<file path="src/rtl/qspi_fetch_buffer.sv">
// qspi_fetch_buffer: turns 32-bit word fetches into qspi_flash read sessions.
// A single continuous read fills a small prefetch FIFO; sequential fetches pop
// from it, and any other fetch flushes the FIFO and restarts the read.
module qspi_fetch_buffer #(
    parameter int unsigned PREFETCH_WORDS = 2,
    parameter int unsigned RESTART_GAP    = 2
) (
    input  logic        clk,
    input  logic        rst,
    input  logic        req_valid,
    input  logic [23:0] req_addr,
    output logic        req_ready,
    output logic        resp_valid,
    output logic [31:0] resp_data,
    output logic [23:0] flash_addr,
    output logic        flash_do_read,
    input  logic        flash_setup_done,
    input  logic        flash_data_ready,
    input  logic [7:0]  flash_data
);

    localparam int unsigned ADDR_W      = 24;
    localparam int unsigned WORD_ADDR_W = 22;
    localparam int unsigned CNT_W       = $clog2(PREFETCH_WORDS) + 1;
    localparam int unsigned PTR_W       = (PREFETCH_WORDS > 1) ? $clog2(PREFETCH_WORDS) : 1;
    localparam int unsigned GAP_W       = $clog2(RESTART_GAP + 1);

    typedef enum logic [1:0] {WAIT_SETUP, STOPPED, GAP, STREAMING} fill_state_t;

    fill_state_t              state, state_next;
    logic [ADDR_W-1:0]        stream_addr;
    logic [23:0]              partial;
    logic [31:0]              fifo_mem [PREFETCH_WORDS];
    logic [PTR_W-1:0]         rd_ptr, wr_ptr;
    logic [CNT_W-1:0]         count, count_next;
    logic [GAP_W-1:0]         gap_cnt, gap_cnt_d;
    logic                     pending, pending_d;
    logic                     req_ready_d, resp_valid_d, do_read_d;
    logic [31:0]              resp_data_d;
    logic [ADDR_W-1:0]        flash_addr_d;

    logic                     accept, is_hit, is_inflight, is_miss;
    logic                     byte_in, lane3, want_bypass, push, pop;
    logic [WORD_ADDR_W-1:0]   req_word, stream_word, head_word;
    logic [31:0]              word_done;
    logic                     unused_addr_bits;

    assign unused_addr_bits = ^req_addr[1:0];

    // Request classification and byte-stream bookkeeping
    assign accept      = req_valid && req_ready;
    assign req_word    = req_addr[23:2];
    assign stream_word = stream_addr[23:2];
    assign head_word   = stream_word - WORD_ADDR_W'(count);
    assign is_hit      = accept && (count != '0) && (head_word == req_word);
    assign is_inflight = accept && (count == '0) && (state == STREAMING) && (stream_word == req_word);
    assign is_miss     = accept && !is_hit && !is_inflight;
    assign byte_in     = flash_data_ready && (state == STREAMING) && !is_miss;
    assign lane3       = byte_in && (stream_addr[1:0] == 2'd3);
    assign word_done   = {flash_data, partial};
    assign want_bypass = lane3 && (pending || is_inflight);
    assign push        = lane3 && !want_bypass;
    assign pop         = is_hit;
    assign count_next  = count + CNT_W'(push) - CNT_W'(pop);

    // Fill FSM state register
    always_ff @(posedge clk or posedge rst) begin
        if (rst) state <= WAIT_SETUP;
        else     state <= state_next;
    end

    // Fill FSM next-state logic
    always_comb begin
        state_next = state;
        case (state)
            WAIT_SETUP: if (flash_setup_done) state_next = STOPPED;
            STOPPED: begin
                if (is_miss)                                          state_next = GAP;
                else if (pop && (count == CNT_W'(PREFETCH_WORDS)))    state_next = GAP;
            end
            GAP: begin
                if (is_miss)                                          state_next = GAP;
                else if (gap_cnt == GAP_W'(RESTART_GAP - 1))          state_next = STREAMING;
            end
            STREAMING: begin
                if (is_miss)                                          state_next = GAP;
                else if (push && (count_next == CNT_W'(PREFETCH_WORDS))) state_next = STOPPED;
            end
            default: state_next = WAIT_SETUP;
        endcase
    end

    // Next values of the registered outputs and request bookkeeping
    always_comb begin
        do_read_d    = (state_next == STREAMING);
        flash_addr_d = flash_addr;
        gap_cnt_d    = '0;
        pending_d    = pending;
        resp_valid_d = is_hit || want_bypass;
        resp_data_d  = resp_data;
        if ((state == GAP) && (state_next == STREAMING)) flash_addr_d = stream_addr;
        if ((state == GAP) && (state_next == GAP) && !is_miss) gap_cnt_d = gap_cnt + GAP_W'(1);
        if (is_miss)          pending_d = 1'b1;
        else if (want_bypass) pending_d = 1'b0;
        else if (is_inflight) pending_d = 1'b1;
        if (is_hit)           resp_data_d = fifo_mem[rd_ptr];
        else if (want_bypass) resp_data_d = word_done;
        req_ready_d = (state_next != WAIT_SETUP) && !pending_d;
    end

    // Output and control registers; do_read drops asynchronously on reset
    always_ff @(posedge clk or posedge rst) begin
        if (rst) begin
            req_ready     <= 1'b0;
            resp_valid    <= 1'b0;
            resp_data     <= '0;
            flash_do_read <= 1'b0;
            flash_addr    <= '0;
            gap_cnt       <= '0;
            pending       <= 1'b0;
        end else begin
            req_ready     <= req_ready_d;
            resp_valid    <= resp_valid_d;
            resp_data     <= resp_data_d;
            flash_do_read <= do_read_d;
            flash_addr    <= flash_addr_d;
            gap_cnt       <= gap_cnt_d;
            pending       <= pending_d;
        end
    end

    // Stream address, partial word assembly and FIFO pointers
    always_ff @(posedge clk or posedge rst) begin
        if (rst) begin
            stream_addr <= '0;
            partial     <= '0;
            rd_ptr      <= '0;
            wr_ptr      <= '0;
            count       <= '0;
        end else if (is_miss) begin
            stream_addr <= {req_word, 2'b00};
            partial     <= '0;
            rd_ptr      <= '0;
            wr_ptr      <= '0;
            count       <= '0;
        end else begin
            if (byte_in) begin
                stream_addr <= stream_addr + ADDR_W'(1);
                case (stream_addr[1:0])
                    2'd0:    partial[7:0]   <= flash_data;
                    2'd1:    partial[15:8]  <= flash_data;
                    2'd2:    partial[23:16] <= flash_data;
                    default: ;
                endcase
            end
            if (push) wr_ptr <= (wr_ptr == PTR_W'(PREFETCH_WORDS - 1)) ? '0 : wr_ptr + PTR_W'(1);
            if (pop)  rd_ptr <= (rd_ptr == PTR_W'(PREFETCH_WORDS - 1)) ? '0 : rd_ptr + PTR_W'(1);
            count <= count_next;
        end
    end

    // Prefetch word storage
    always_ff @(posedge clk) begin
        if (push) fifo_mem[wr_ptr] <= word_done;
    end

endmodule

</file>
<file path="config.mk">
export PLATFORM = sky130hd
export DESIGN_NAME = qspi_fetch_buffer
export DESIGN_NICKNAME = d
export VERILOG_FILES = /design/src/rtl/qspi_fetch_buffer.sv
export SDC_FILE = /design/constraint.sdc
export NUM_CORES = 1
export LEC_CHECK = 0
export BUFFER_PORTS_ARGS = -buffer_cell sky130_fd_sc_hd__buf_2
export CORE_MARGIN = 5
export CORE_UTILIZATION = 40
export DETAILED_ROUTE_END_ITERATION = 16
export PLACE_DENSITY = 0.61
export SETUP_SLACK_MARGIN = 0.15
export SYNTH_ARGS = -nofsm -noshare
export SYNTH_HDL_FRONTEND = slang
export SYNTH_SLANG_ARGS = --single-unit
</file>
<file path="constraint.sdc">
create_clock -name clk -period 6.1 [get_ports clk]
set_input_delay 0.61 -clock clk [delete_from_list [all_inputs] [get_ports clk]]
set_output_delay 0.61 -clock clk [all_outputs]
set_load 0.05 [all_outputs]
</file>
Yosys cells after proc, flatten, opt, wreduce, memory -nomap -nowiden
Memory sizes are Yosys's and may differ from the RTL's.
Index checks and enable logic that the tools add are counted.
{"block": "classes", "n_addsub": 7, "n_eq_ne": 13, "mux": 30, "reduce_logical": 41}
{"op": "24-bit 2-to-1 mux", "n": 4}
{"op": "32-bit 2-to-1 mux", "n": 2}
{"op": "22-bit == test", "n": 2}
{"op": "24-bit by 1-bit adder with 24-bit output, second input constant", "n": 1}
{"op": "8-bit 2-to-1 mux", "n": 3}
{"op": "22-bit by 2-bit subtractor with 22-bit output", "n": 1}
{"op": "1-bit logical AND", "n": 19}
{"op": "2-bit 2-to-1 mux", "n": 9}
{"op": "2-bit nonzero test", "n": 9}
{"op": "2-bit == test, second input constant", "n": 8}
{"op": "1-bit 2-to-1 mux", "n": 11}
{"op": "2-bit one-hot mux with 4 select lines", "n": 1}
{"op": "2-bit by 1-bit == test with 1-bit output, second input constant", "n": 3}
{"op": "2-bit logical NOT", "n": 3}
{"op": "2-bit AND reduction", "n": 3}
{"op": "1-bit logical NOT", "n": 5}
{"op": "1-bit adder, second input constant", "n": 2}
{"op": "2-bit by 1-bit adder with 2-bit output", "n": 1}
{"op": "2-bit by 1-bit adder with 2-bit output, second input constant", "n": 1}
{"op": "1-bit logical OR", "n": 2}
{"op": "2-bit by 1-bit subtractor with 2-bit output", "n": 1}
{"block": "totals", "regBits": 116, "ram_bits": 64, "elab_cells": 107, "memories": 1}
{"name": "fifo_mem", "depth": 2, "word_bits": 32, "read_ports": 1, "rd_ports_with_merged_regs": 0, "wr": 1, "line": "33", "text": "logic [31:0] fifo_mem [PREFETCH_WORDS];"}

Longest topological paths before layout
Gate-level depths: netlist of the first run.
{"block": "logic_depth", "ltp_word": 23, "mapped_depth": 21}

Worst setup path after synthesis of the first run
Ideal clock, no wire load.
{"block": "synth_timing", "kind": "reg2reg", "start": "register stream_addr[2]", "end": "memory fifo_mem[0][0] (enable)", "setup_ns": 0.421, "arrival_ns": 4.305, "slack_ns": 1.374, "path_stages_with_launch": 14, "n_path_buf": 1, "synth_period_minus_slack_ns": 4.726, "path_cell_list": "dfrtp_1 -> inv_1 -> ha_1 -> fa_1 -> or4b_1 -> nor4b_1 -> xnor2_1 -> a211oi_1 -> and3_1 -> nand4_2 -> nand2_1 -> buf_2 -> nand2_1 -> nor2_1"}
{"block": "synth_between", "elab_chain_len": 14, "elab_cells_between_ends": 18, "cone_classes": "1 x add/sub; 2 x eq/ne; 2 x mux; 13 x reduce/logical"}
{"element": "start: declaration", "line": "31", "text": "logic [ADDR_W-1:0] stream_addr;"}
{"element": "start signal: assignment", "line": "141", "text": "stream_addr <= {req_word, 2'b00};"}
{"element": "start signal: assignment", "line": "148", "text": "stream_addr <= stream_addr + ADDR_W'(1);"}
{"element": "22-bit by 2-bit subtractor with 22-bit output", "line": "54", "text": "assign head_word = stream_word - WORD_ADDR_W'(count);"}
{"element": "22-bit == test", "line": "55", "text": "assign is_hit = accept && (count != '0) && (head_word == req_word);"}
{"element": "1-bit logical AND", "line": "55"}
{"element": "1-bit logical NOT", "line": "57", "text": "assign is_miss = accept && !is_hit && !is_inflight;"}
{"element": "1-bit logical AND (2 in series)", "line": "57"}
{"element": "1-bit logical NOT", "line": "58", "text": "assign byte_in = flash_data_ready && (state == STREAMING) && !is_miss;"}
{"element": "1-bit logical AND", "line": "58"}
{"element": "1-bit logical AND", "line": "59", "text": "assign lane3 = byte_in && (stream_addr[1:0] == 2'd3);"}
{"element": "1-bit logical AND", "line": "61", "text": "assign want_bypass = lane3 && (pending || is_inflight);"}
{"element": "1-bit logical NOT", "line": "62", "text": "assign push = lane3 && !want_bypass;"}
{"element": "1-bit logical AND (*)", "line": "62"}
{"element": "1-bit 2-to-1 mux (*)", "line": "164", "text": "if (push) fifo_mem[wr_ptr] <= word_done;"}
{"element": "1-bit 2-to-1 mux (implied by the code) (*)", "line": "164"}
{"element": "end: declaration", "line": "33"}
Mark *: on every way between the ends. The rest lies on a longest branch, timed or not.

Worst setup path in the final report of the first run
{"block": "layout_timing", "start": "register stream_addr[2]", "end": "register flash_do_read"}
{"block": "layout_between", "elab_chain_len": 20, "elab_cells_between_ends": 28, "cone_classes": "3 x add/sub; 4 x eq/ne; 6 x mux; 15 x reduce/logical"}
{"element": "22-bit by 2-bit subtractor with 22-bit output", "line": "54"}
{"element": "22-bit == test", "line": "55"}
{"element": "1-bit logical AND", "line": "55"}
{"element": "1-bit logical NOT", "line": "57"}
{"element": "1-bit logical AND (2 in series)", "line": "57"}
{"element": "1-bit logical NOT", "line": "58"}
{"element": "1-bit logical AND", "line": "58"}
{"element": "1-bit logical AND", "line": "59"}
{"element": "[5 not listed]"}
{"element": "2-bit == test", "line": "87", "text": "else if (push && (count_next == CNT_W'(PREFETCH_WORDS))) state_next = STOPPED;"}
{"element": "1-bit logical AND", "line": "87"}
{"element": "2-bit 2-to-1 mux", "line": "87"}
{"element": "2-bit 2-to-1 mux", "line": "86", "text": "if (is_miss) state_next = GAP;"}
{"element": "2-bit one-hot mux with 4 select lines (*)", "line": "75", "text": "case (state)"}
{"element": "net state_next[1]", "line": "30", "text": "fill_state_t state, state_next;"}
{"element": "2-bit == test (*)", "line": "95", "text": "do_read_d = (state_next == STREAMING);"}
{"element": "net do_read_d", "line": "38", "text": "logic req_ready_d, resp_valid_d, do_read_d;"}
{"element": "end signal: assignment", "line": "125", "text": "flash_do_read <= do_read_d;"}
{"element": "end: declaration", "line": "16", "text": "output logic flash_do_read,"}
Mark *: on every way through the listed nets, which the timed path passes. The rest lies on a longest branch.
A chain may end at the register's enable or synchronous reset.

==> results of run 1 <==
cells by family after synthesis:
group / Yosys count / share of synthesized area
mux: 59 / 0.0820
simple gates: 269 / 0.146
flops: 180 / 0.567
buf+inv: 65 / 0.0332
compound gates: 138 / 0.0917
fa+ha+maj: 10 / 0.0156
xor+xnor: 63 / 0.0648
worst paths after layout:
path                                  start       endpoint  depth (start not counted)
setup / recovery             stream_addr[2]  flash_do_read                         19
hold / removal                          rst  resp_data[26]                          2
setup reg to reg             stream_addr[2]  flash_do_read                         19
hold reg to reg                  gap_cnt[0]     gap_cnt[0]                          1
max in group asynchronous               rst         rd_ptr                          3
min in group clk           flash_setup_done       state[0]                          2
placed cells by master (no fill, tap or decap), types with 9 or more instances in the layout:
cell	n
a21oi_1	84
buf_2	93
clkbuf_16	17
dfrtp_1	115
edfxtp_1	64
ha_1	9
inv_1	12
mux2_4	20
mux2i_1	33
nand2_1	102
nand3_1	11
nand4_1	14
nor2_1	83
nor4_1	11
o21ai_0	35
xnor2_1	43
xor2_1	20
worst register-to-register path: stages (launching register included):
cell and delay (ps):
dfrtp_1 450, inv_1 120, ha_1 190, fa_1 230, or4b_1 580, nor4b_1 430, xnor2_1 110, a211oi_1 340
and3_1 260, nand4_2 180, nand2_1 140, nand2_1 80, ha_1 300, inv_1 50, ha_1 180, xnor2_1 210
xnor2_1 200, a211oi_1 100, a211oi_2 270, and4_1 220
layout make-up:
type / instances / share of cell area
timing repair buffer: 100 / 0.0532
tap: 275 / 0.0353
clock buffer: 19 / 0.0455
sequential: 180 / 0.495
clock inverter: 13 / 0.0146
multi-input combinational: 539 / 0.351
inverter: 13 / 0.00527
metal layers:
layer | track usage | vias up | share of wire
li1 | - | 2866 | -
met1 | 0.208 | 2814 | 0.46
met2 | 0.263 | 136 | 0.48
met3 | 0.0377 | 30 | 0.046
met4 | 0.0504 | 4 | 0.015
met5 | 0 | - | 0.0014
sequential cells by signal, summed over array words and instances, names as in the netlist:
register       flops
fifo_mem          64
resp_data         32
gap_cnt            2
resp_valid         1
partial           24
wr_ptr             1
pending            1
rd_ptr             1
count              2
flash_do_read      1
state              2
req_ready          1
flash_addr        24
stream_addr       24
power by group:
| part | total (mW) | internal, mW | switching [mW] |
|---|---|---|---|
| logic | 1.21 | 0.452 | 0.760 |
| clock network | 1.07 | 0.556 | 0.516 |
| registers | 1.83 | 1.52 | 0.310 |
stage by stage:
stage | power [mW] | hold WS [ps] | cell area, um^2 | std cells
after floorplan | 2.77 | 418 | 8510 | 784
after global placement | 3.06 | 437 | 9160 | 1107
after detailed placement | 3.08 | 434 | 9160 | 1107
after CTS | 4.16 | 322 | 9740 | 1139
after global routing | 4.36 | 352 | 9740 | 1139
final | 4.12 | 280 | 9740 | 1139
==> flow_summary.json, run 1 <==
{
  "status": "finished, final reports clean",
  "grt_usage": 0.159,
  "route.detailed.drc": 0,
  "ys_seq_elements": 180,
  "tightest_slew_ps": 1070,
  "synth_area_leaders": "dfrtp_1, edfxtp_1, a21oi_1, nand2_1, xnor2_1",
  "clk_path_buf_depth": 2,
  "antenna_found_initial": 2,
  "yosysTopAreaCellShare": 0.341,
  "post-route-util": 0.463,
  "r2r_slack_ps": 1410,
  "syn_area_per_cell_um2": 10.9,
  "setup_tns_ps": 0,
  "cp_max_fo": 6,
  "synth_commonest_cells": "dfrtp_1, nand2_1, a21oi_1, nor2_1, edfxtp_1",
  "die_w_um": 156,
  "vias": 5850,
  "fp.coreArea_mm2": 0.0210,
  "syn_inst": 784,
  "ir_drop_mv": 0.215,
  "cts_htree_levels": 4,
  "layout_setup_ws_ps": 1410,
  "pre_cts_ws_ps": 1460,
  "cap_viol_max_count": 0,
  "grt_pass1_wl_um": 30600,
  "gp_congestion": 0.902,
  "dp_hpwl_um": 12500,
  "power-per-cell-area_mw_per_mm2": 423,
  "multi_input_area_mm2": 0.00342,
  "cp-end-kind": "flip-flop",
  "p_leak_nw": 4.06,
  "fin_nets": 898,
  "ys_async_sr_fraction": 0.644,
  "yosysMostFrequentCell": "dfrtp_1",
  "setup_viol": 0,
  "cts_sinks": 180,
  "cts_resized": 0,
  "slew_violations": 0,
  "crit_buf_inv": 2,
  "grt_overflow_total": 0,
  "min_period_ps": 4690,
  "viasPerCell": 5.14,
  "synthDistinctLibCells": 53,
  "crit_type": "reg2reg",
  "seq_area_mm2": 0.00483,
  "cp_cell_sequence": "inv_1 -> ha_1 -> fa_1 -> or4b_1 -> nor4b_1 -> xnor2_1 -> a211oi_1 -> and3_1 -> nand4_2 -> nand2_1 -> nand2_1 -> ha_1 -> inv_1 -> ha_1 -> xnor2_1 -> xnor2_1 -> a211oi_1 -> a211oi_2 -> and4_1",
  "ant_nets": 0,
  "die_h_um": 156,
  "cts_hold_buf": 0,
  "synth_area_leader_cell": "dfrtp_1",
  "rows": 53,
  "cts_root_buf": "clkbuf_16",
  "rsz0062_at_grt": "false",
  "fp.dieArea_mm2": 0.0243,
  "cp.arrival_ps": 5050,
  "synth_ff_type": "dfrtp_1",
  "firstDrtPassIters": 4,
  "fmax_mhz": 213,
  "path_clk_slew_ps": 70,
  "avgRoutedWirePerCell_um": 16.5,
  "clk_latency_ps": 430,
  "grt_start_max_net_pins": 67,
  "num_io_pins": 96,
  "yosysWarnings": 0,
  "drt_iter0_drc": 283,
  "synth_edf_count": 64,
  "crit_slowest_cell": "or4b_1",
  "cts_tree": "done",
  "cp.required_ps": 6460,
  "cts_inserted_buffers": 17,
  "final-hold-violation-count": 0,
  "min_period_over_period": 0.768,
  "post-cts-setup-buffers": 0,
  "start_util": 0.405,
  "port_buffers": 93,
  "max_stage_delay_ps": 580,
  "skew_ps": 14.3,
  "syn_nets": 831,
  "slew_headroom": 0.290,
  "syn2layout_area_growth_pct": 14.4,
  "syn_area_mm2": 0.00851,
  "yosysSeqAreaShare": 0.567,
  "wirelength_um": 18800,
  "n_antenna_cell": 0,
  "hold_class": "in2async",
  "grt_pass1_vias": 5883,
  "n_fill_cell": 1993,
  "layout-drive-gt1-share": 0.201,
  "start_kind": "flip-flop",
  "crit_family": "simple AND/OR/NAND/NOR gates"
}
No activity file was read; power rests on OpenSTA's default activity.
==> inputs of run 2 (changes only) <==
Clock period 6.1 ns to 4.4 ns, I/O delays scaled along.
==> flow_summary.json, run 2 (synthesis results as in run 1) <==
{
  "grt_overflow_total": 0,
  "tightest_slew_ps": 1040,
  "fmax_mhz": 246,
  "start_util": 0.405,
  "port_buffers": 93,
  "seq_area_mm2": 0.00483,
  "firstDrtPassIters": 4,
  "multi_input_area_mm2": 0.00348,
  "fin_nets": 922,
  "route.detailed.drc": 0,
  "avgRoutedWirePerCell_um": 16.5,
  "die_h_um": 156,
  "setup_tns_ps": 0,
  "n_fill_cell": 1957,
  "min_period_ps": 4060,
  "vias": 5914,
  "status": "finished, final reports clean",
  "crit_type": "reg2reg",
  "layout_setup_ws_ps": 340,
  "final_common_cell": "dfrtp_1",
  "fp.dieArea_mm2": 0.0243,
  "p_leak_nw": 4.22,
  "final_cell_mix": "dfrtp_1, nand2_1, buf_2",
  "grt_start_max_net_pins": 69,
  "top_regs": "fifo_mem x64, resp_data x32",
  "cts_htree_levels": 4,
  "num_io_pins": 96,
  "die_w_um": 156,
  "cts_tree": "done",
  "dp_hpwl_um": 13100,
  "cts_inserted_buffers": 17,
  "layout-drive-gt1-share": 0.239,
  "crit_buf_inv": 3,
  "hold_slack_ps": 4.04,
  "grt_usage": 0.165,
  "skew_ps": 9.56,
  "setup_viol": 0,
  "largest-register": "fifo_mem",
  "cts_sinks": 180,
  "slew_violations": 0,
  "wirelength_um": 19200,
  "power-per-cell-area_mw_per_mm2": 590,
  "hold_class": "in2async",
  "grt_pass1_wl_um": 31700,
  "start_kind": "flip-flop",
  "syn2layout_area_growth_pct": 18.5,
  "ant_nets": 0,
  "pre_cts_ws_ps": 137,
  "crit_family": "simple AND/OR/NAND/NOR gates",
  "rows": 53,
  "fp.coreArea_mm2": 0.0210,
  "max_stage_delay_ps": 530,
  "rsz0062_at_grt": "false",
  "grt_pass1_vias": 6030,
  "viasPerCell": 5.08,
  "clk_latency_ps": 440,
  "antenna_found_initial": 2,
  "cap_viol_max_count": 0,
  "cp-end-kind": "flip-flop",
  "cp.arrival_ps": 4430,
  "largest_reg_flops": 64,
  "ir_drop_mv": 0.318,
  "cts_root_buf": "clkbuf_16",
  "final-hold-violation-count": 0,
  "crit_slowest_cell": "or4b_4",
  "cp_max_fo": 5,
  "path_clk_slew_ps": 80,
  "drt_iter0_drc": 300,
  "gp_congestion": 0.881,
  "cp_cell_sequence": "inv_2 -> ha_4 -> fa_2 -> or4b_4 -> buf_12 -> nor4_4 -> xnor2_1 -> a211oi_2 -> and3_1 -> nand4_2 -> nand2_2 -> nand2_1 -> ha_1 -> inv_1 -> ha_1 -> xnor2_1 -> xnor2_1 -> a211oi_2 -> a211oi_2 -> and4_1",
  "cp.required_ps": 4770,
  "min_period_over_period": 0.923,
  "slew_headroom": 0.304,
  "clk_path_buf_depth": 2
}
==> run 2: final timing paths <==
path	start	endpoint	slack (ps)	depth (start not counted)
min reg2reg	gap_cnt[0]	gap_cnt[0]	450	1
min	rst	flash_addr[12]	4	2
max	stream_addr[2]	flash_do_read	340	20
max reg2reg	stream_addr[2]	flash_do_read	340	20
min in group clk	flash_setup_done	state[0]	250	2
max in group asynchronous	rst	stream_addr[3]	3360	3
==> run 2: per-layer routing <==
layer  GRT usage  vias up  share of wire
li1            -     2912              -
met1       0.212     2851           0.44
met2       0.276      126           0.50
met3      0.0380       23          0.048
met4      0.0529        2          0.016
met5           0        -        0.00036
==> run 2: area by class of cell <==
class,instances,area share
Sequential cell,180,0.478
Inverter,13,0.00508
Antenna cell,1,0.000248
Clock buffer,17,0.0421
Timing Repair Buffer,124,0.0741
Clock inverter,15,0.0208
Multi-Input combinational cell,539,0.345
Tap cell,275,0.0341
==> run 2: stage by stage <==
step	cells	utilization	total power, mW	area, um^2
after global routing	1164	0.480	6.30	10100
after detailed placement	1127	0.445	4.39	9360
final	1164	0.480	5.95	10100
after global placement	1127	0.445	4.35	9360
after CTS	1159	0.476	5.99	10000
after floorplan	784	-	3.84	8530
==> run 2: report_power, final <==
| group | total (mW) | leakage (nW) | switching, mW | internal (mW) |
|---|---|---|---|---|
| registers | 2.41 | 2.11 | 0.294 | 2.11 |
| clock network | 1.58 | 0.306 | 0.754 | 0.828 |
| logic | 1.96 | 1.81 | 1.23 | 0.727 |
==> run 2: repair_timing <==
item / CTS / global route
endpoints found under the setup margin: 2 / 7
setup buffers: 0 / 4
hold buffers: 0 / 0
hold endpoints to repair: 0 / 0
pin swaps: 0 / 11
resized for setup: 2 / 13
